--- config.mk ---
export PLATFORM = sky130hd
export DESIGN_NAME = regmask_encoder_flat
export DESIGN_NICKNAME = d
export VERILOG_FILES = /design/src/rtl/regfile_pkg.sv /design/src/rtl/regmask_encoder_if.sv /design/src/rtl/prienc32.sv /design/src/rtl/regmask_encoder.sv /design/src/flat_wrapper.sv
export SDC_FILE = /design/constraint.sdc
export NUM_CORES = 1
export LEC_CHECK = 0
export ABC_AREA = 0
export CAP_MARGIN = 30
export CORE_MARGIN = 2
export CORE_UTILIZATION = 45
export DETAILED_ROUTE_END_ITERATION = 8
export MAX_ROUTING_LAYER = met4
export PLACE_DENSITY = 0.67
export RECOVER_POWER = 25
export SYNTH_ARGS = -nofsm -noshare
export SYNTH_HDL_FRONTEND = slang
export SYNTH_SLANG_ARGS = --single-unit
--- constraint.sdc ---
create_clock -name clk -period 3.02 [get_ports clk]
set_input_delay 0.302 -clock clk [delete_from_list [all_inputs] [get_ports clk]]
set_output_delay 0.302 -clock clk [all_outputs]
set_load 0.01 [all_outputs]
--- src/rtl/regfile_pkg.sv ---
// Constants, types and helpers shared by the register-file decoder, the
// register file itself and the mask encoder.
package regfile_pkg;

    localparam int N_REGS = 32;
    localparam int ADDR_W = $clog2(N_REGS);

    typedef logic [N_REGS-1:0] reg_mask_t;
    typedef logic [ADDR_W-1:0] reg_addr_t;

    typedef enum logic [0:0] {
        IDLE = 1'b0,
        SCAN = 1'b1
    } state_e;

    // Narrower masks are zero-extended by the caller.
    function automatic logic [5:0] popcount32(input logic [31:0] v);
        logic [5:0] n;
        n = '0;
        for (int i = 0; i < 32; i++) begin
            n = n + 6'(v[i]);
        end
        return n;
    endfunction

endpackage

--- src/rtl/regmask_encoder_if.sv ---
// Load and output handshakes of the register-mask encoder.
interface regmask_encoder_if #(
    parameter int N_REGS = 32
);
    localparam int ADDR_W = $clog2(N_REGS);

    logic              flush;
    logic              load_valid;
    logic              load_ready;
    logic [N_REGS-1:0] load_mask;
    logic              out_valid;
    logic              out_ready;
    logic [ADDR_W-1:0] out_addr;
    logic              out_last;
    logic [ADDR_W:0]   remaining;
    logic              done;

    modport master (
        output flush, load_valid, load_mask, out_ready,
        input  load_ready, out_valid, out_addr, out_last, remaining, done
    );

    modport slave (
        input  flush, load_valid, load_mask, out_ready,
        output load_ready, out_valid, out_addr, out_last, remaining, done
    );

endinterface

--- src/rtl/prienc32.sv ---
// Combinational priority encoder built as a recursive halving tree; reports
// the winning index, whether any bit is set, and whether exactly one is set.
module prienc32 #(
    parameter int W          = 32,
    parameter int HIGH_FIRST = 0
) (
    input  logic [W-1:0]         mask,
    output logic [$clog2(W)-1:0] addr,
    output logic                 any,
    output logic                 single
);
    localparam int AW = $clog2(W);
    localparam int H  = W / 2;

    generate
        if (W == 2) begin : g_leaf
            assign any    = mask[0] | mask[1];
            assign single = mask[0] ^ mask[1];
            if (HIGH_FIRST != 0) begin : g_hi
                assign addr = mask[1];
            end else begin : g_lo
                assign addr = mask[1] & ~mask[0];
            end
        end else begin : g_node
            logic [AW-2:0] a_lo;
            logic [AW-2:0] a_hi;
            logic          any_lo;
            logic          any_hi;
            logic          s_lo;
            logic          s_hi;

            prienc32 #(.W(H), .HIGH_FIRST(HIGH_FIRST)) u_lo (
                .mask   (mask[H-1:0]),
                .addr   (a_lo),
                .any    (any_lo),
                .single (s_lo)
            );

            prienc32 #(.W(H), .HIGH_FIRST(HIGH_FIRST)) u_hi (
                .mask   (mask[W-1:H]),
                .addr   (a_hi),
                .any    (any_hi),
                .single (s_hi)
            );

            assign any    = any_lo | any_hi;
            assign single = (s_lo & ~any_hi) | (s_hi & ~any_lo);

            // An empty subtree reports address 0, so an empty mask encodes to 0.
            if (HIGH_FIRST != 0) begin : g_hi
                assign addr = any_hi ? {1'b1, a_hi} : {1'b0, a_lo};
            end else begin : g_lo
                assign addr = any_lo ? {1'b0, a_lo} :
                              (any_hi ? {1'b1, a_hi} : '0);
            end
        end
    endgenerate

endmodule

--- src/rtl/regmask_encoder.sv ---
// Walks a loaded register mask, emitting one set-bit index per output beat in
// priority order and clearing each bit as it is served.
//
//   state | meaning
//   IDLE  | waiting for a mask; load_ready high
//   SCAN  | emitting addresses of pending bits; out_valid high
module regmask_encoder #(
    parameter int N_REGS     = 32,
    parameter int HIGH_FIRST = 0
) (
    input logic               clk,
    input logic               rst_n,
    regmask_encoder_if.slave  bus
);
    import regfile_pkg::*;

    localparam int ADDR_W = $clog2(N_REGS);

    localparam logic [0:0] ST_IDLE = IDLE;
    localparam logic [0:0] ST_SCAN = SCAN;

    logic [0:0]        state;
    logic [N_REGS-1:0] pending;
    logic [ADDR_W:0]   remaining_q;
    logic              done_q;

    logic [ADDR_W-1:0] enc_addr;
    logic              enc_any;
    logic              enc_single;
    logic              beat;
    logic [ADDR_W:0]   load_count;

    prienc32 #(.W(N_REGS), .HIGH_FIRST(HIGH_FIRST)) u_enc (
        .mask   (pending),
        .addr   (enc_addr),
        .any    (enc_any),
        .single (enc_single)
    );

    assign bus.load_ready = (state == ST_IDLE);
    assign bus.out_valid  = (state == ST_SCAN) && enc_any;
    assign bus.out_addr   = enc_addr;
    assign bus.out_last   = enc_single;
    assign bus.remaining  = remaining_q;
    assign bus.done       = done_q;

    assign beat       = bus.out_valid && bus.out_ready;
    assign load_count = (ADDR_W+1)'(popcount32(32'(bus.load_mask)));

    // Flush outranks both handshakes; a beat presented in the flush cycle is lost.
    always_ff @(posedge clk or negedge rst_n) begin
        if (!rst_n) begin
            state       <= ST_IDLE;
            pending     <= '0;
            remaining_q <= '0;
            done_q      <= 1'b0;
        end else begin
            done_q <= 1'b0;
            if (bus.flush) begin
                state       <= ST_IDLE;
                pending     <= '0;
                remaining_q <= '0;
                done_q      <= (state == ST_SCAN);
            end else if (state == ST_IDLE) begin
                if (bus.load_valid) begin
                    pending     <= bus.load_mask;
                    remaining_q <= load_count;
                    if (|bus.load_mask) begin
                        state <= ST_SCAN;
                    end else begin
                        done_q <= 1'b1;
                    end
                end
            end else if (beat) begin
                pending[enc_addr] <= 1'b0;
                remaining_q       <= remaining_q - (ADDR_W+1)'(1);
                if (enc_single) begin
                    state  <= ST_IDLE;
                    done_q <= 1'b1;
                end
            end
        end
    end

endmodule

--- src/flat_wrapper.sv ---
// flat-port wrapper written by rule: the top's interface ports become plain ports
module regmask_encoder_flat import regfile_pkg::*;
#(
    parameter int N_REGS     = 32,
    parameter int HIGH_FIRST = 0
)
  (clk, rst_n, bus_flush, bus_load_valid, bus_load_mask, bus_out_ready, bus_load_ready, bus_out_valid, bus_out_addr, bus_out_last, bus_remaining, bus_done);
  regmask_encoder_if #(.N_REGS(N_REGS)) bus_i ();
  input logic clk;
  input logic rst_n;
  input wire logic [$bits(bus_i.flush)-1:0] bus_flush;
  input wire logic [$bits(bus_i.load_valid)-1:0] bus_load_valid;
  input wire logic [$bits(bus_i.load_mask)-1:0] bus_load_mask;
  input wire logic [$bits(bus_i.out_ready)-1:0] bus_out_ready;
  output wire logic [$bits(bus_i.load_ready)-1:0] bus_load_ready;
  output wire logic [$bits(bus_i.out_valid)-1:0] bus_out_valid;
  output wire logic [$bits(bus_i.out_addr)-1:0] bus_out_addr;
  output wire logic [$bits(bus_i.out_last)-1:0] bus_out_last;
  output wire logic [$bits(bus_i.remaining)-1:0] bus_remaining;
  output wire logic [$bits(bus_i.done)-1:0] bus_done;
  assign bus_i.flush = bus_flush;
  assign bus_i.load_valid = bus_load_valid;
  assign bus_i.load_mask = bus_load_mask;
  assign bus_i.out_ready = bus_out_ready;
  assign bus_load_ready = bus_i.load_ready;
  assign bus_out_valid = bus_i.out_valid;
  assign bus_out_addr = bus_i.out_addr;
  assign bus_out_last = bus_i.out_last;
  assign bus_remaining = bus_i.remaining;
  assign bus_done = bus_i.done;
  regmask_encoder #(.N_REGS(N_REGS), .HIGH_FIRST(HIGH_FIRST)) u_core (.clk(clk), .rst_n(rst_n), .bus(bus_i));
endmodule
==> flow_summary.ini <==
[critical_path]
critical-path-top-delay-family = adder cells
cpMaxStageDelayCell = fa_1
crit_end = u_core.bus.remaining[4]
rrSetupSlack_ps = 300
crit_path_start_kind = primary input
cp_cell_sequence = clkdlybuf4s50_1 > inv_1 > fa_1 > inv_2 > fa_1 > inv_2 > fa_1 > fa_1 > fa_1 > fa_2 > fa_2 > inv_2 > a21o_1 > a21oi_2 > xnor2_1 > a22oi_1 > a21oi_1
slowest_delay_ps = 560
crit_arrival_ps = 4940
cp_max_fo = 2
crit_required_ps = 3190
cp.depth = 17
r2r-end = u_core.pending[24]
critPathMostFrequentCell = fa_1
path_buf_inv = 5
reg2reg_depth = 10
endpoint_kind = flop
r2r-start = u_core.pending[16]
crit_path_start = bus_load_mask[25]
worstSetupPathType = primary input to flop

[clocking]
clock_path_buffers = 2
ctsHtreeMaxLevel = 2
root_buffer = clkbuf_8
cts_tree = yes
cts_buffers = 5
insertion_delay_ps = 300
cts.sinks = 40
clk_pin_slew_worst_paths_ps = 80

[layout]
syn2layout_area_growth_pct = 27.5
nets = 674
final_common_cell = inv_1
num_antenna_cells = 0
fin_cells = 683
final_cell_mix = inv_1 (79), buf_4 (48), dfrtp_1 (39)
layout-drive-gt1-share_pct = 21.7
stdcell_area_sq_um = 5420
final_util_pct = 58.9

[place]
port_buffers = 51
placed_area_sq_um = 5180
pre_cts_ws_ps = -2540
dp.cells = 671
place_congestion = 0.926
dpl.hpwl_um = 10700

[logic_synthesis]
synth_area_sq_um = 4250
syn_inst = 483
yosys_warnings = 0
syn_nets = 586
yosysSeqAreaShare_pct = 23.6
synth_top_cell_area_share_pct = 23.6
ys.flop_type = dfrtp_1
synth_edf_count = 0
synth_top_area_cell = dfrtp_1
ys_ff_latch = 40
syn_avg_cell_area_sq_um = 8.80
synth_area_leaders = dfrtp_1 (24%), ha_1 (12%), fa_1 (11%)
ys_types = 68
synth-async-reset-ratio_pct = 100

[routing]
wl_um = 13200
remaining_drc_errors = 0
vias = 4131
dr.pass1.iters = 5
drt_iter0_drc = 313
drtAntennaViolNets = 0
viasPerCell = 6.05
wl_per_cell_um = 19.3

[power]
vdd_drop_max_mv = 1.48
power.density_nw_per_um2 = 707
cellLeakagePower_nw = 2.39

[timing]
layout_min_cycle_time_ps = 4770
maxSlewHeadroom_pct = -28.3
rsz0062_at_grt = yes
worst_clock_skew_ps = 7.91
post-route-period-util_pct = 158
finalSetupViolCount = 6
worst_slew_pin_slew_ps = 1930
drv_slew = 34
fin_setup_tns_ps = -9110
fin_ws_ps = -1750
fmax_ghz = 0.210
finalHoldViolations = 0

[grt]
antenna_found_initial = 0
grt_max_degree = 35
grt_pass1_wl_um = 21500
grt_usage_pct = 28.0
globalRoute.totalOverflow = 0
grt_pass1_vias = 4126

[floorplanning]
io_pins = 52
die_area_sq_um = 10200
num_rows = 35
fp.dieW_um = 101
coreArea_sq_um = 9200
initial_core_util_pct = 46.2
die_y_um = 101

[worst_hold_path]
hold_class = primary input to flop
min_from = bus_load_mask[28]

[status]
status = finished with violations
violations = capacitance limit, slew limit, setup timing

[run]
maxCapViolCount = 1
metal layers:
| layer | vias up | track usage [%] | share of wire (%) | wire length [um] |
|---|---|---|---|---|
| met5 | - | - | 0 | 0 |
| met4 | 0 | 7.48 | 2.7 | 354 |
| met3 | 31 | 3.24 | 6.8 | 894 |
| met2 | 204 | 44.0 | 46 | 6060 |
| met1 | 1993 | 38.7 | 45 | 5860 |
| li1 | 1903 | - | - | - |
where the power goes:
group | switching [W] | internal, W
registers | 0.0000581 | 0.000591
clock network | 0.000205 | 0.000292
logic | 0.00135 | 0.00134
total | 0.00161 | 0.00222
synth_stat cells (3+ instances only):
library cell	n
nor4_1	8
dfrtp_1	40
nand3_1	8
nand2_2	4
a31oi_1	5
a32oi_1	4
clkbuf_1	8
o311ai_1	7
o311ai_0	3
or3_1	4
nand2_1	30
a22oi_1	31
and4_1	3
o2bb2ai_1	8
fa_1	24
buf_2	7
a32o_1	6
nor3_1	4
ha_1	42
o21ai_0	14
nand2b_1	4
o21ai_1	17
nand4_1	4
nor2_1	14
a21oi_1	22
inv_1	90
nor2b_1	4
o22ai_1	9
a31o_1	3
a21o_1	3
through the flow:
step	hold slack [ps]	power, W
global route	340	0.00424
detailed placement	177	0.00309
floorplan	6.41	0.00235
global placement	503	0.00305
CTS	392	0.00367
finish	337	0.00383
cells by family after synthesis:
kind of cell / Yosys count / synth area share [%]
AO/OA/AOI/OAI: 157 / 27.3
XOR/XNOR: 3 / 0.618
adder cells (fa/ha/maj): 66 / 23.7
buffers and inverters: 113 / 10.8
flip-flops: 40 / 23.6
multiplexers: 2 / 0.471
AND/OR/NAND/NOR: 102 / 13.5
flip-flops by register name (all words and copies together) (netlist names):
register              count
u_core.pending           32
u_core.bus.remaining      6
u_core.state              1
u_core.bus.done           1
cell type report:
type                    instances  area (sq um)
multi-input cells             330          2930
fillers                       835          3780
well taps                     111           139
clock buffers                   7          96.3
inverters                      94           370
flip-flops and latches         40          1000
repair buffers                100           845
clock inverters                 1          30.0
worst min path at each step:
stage	endpoint	cells after the start	slack [ps]
3_5_place_dp	u_core.pending[21]	1	180
3_3_place_gp	u_core.pending[10]	1	500
4_1_cts	u_core.pending[21]	2	390
5_1_grt	u_core.pending[28]	3	340
6_report	u_core.pending[28]	3	340
2_1_floorplan	u_core.bus.done	0	6
tightest hold or removal path: stages:
cell and delay [ps]:
buf_4 110, a22oi_1 80, o21ai_1 110
timing repair:
| item | 4_1_cts | 5_1_grt |
|---|---|---|
| setup buffers | 1 | 2 |
| hold buffers | 1 | 0 |
| setup endpoints to repair | 8 | 9 |
| pin swaps | 15 | 26 |
| endpoints found under the hold margin | 7 | 0 |
| gates resized for setup | 37 | 53 |
| gates cloned | 0 | 0 |
Power figures use the tool's default switching activity.
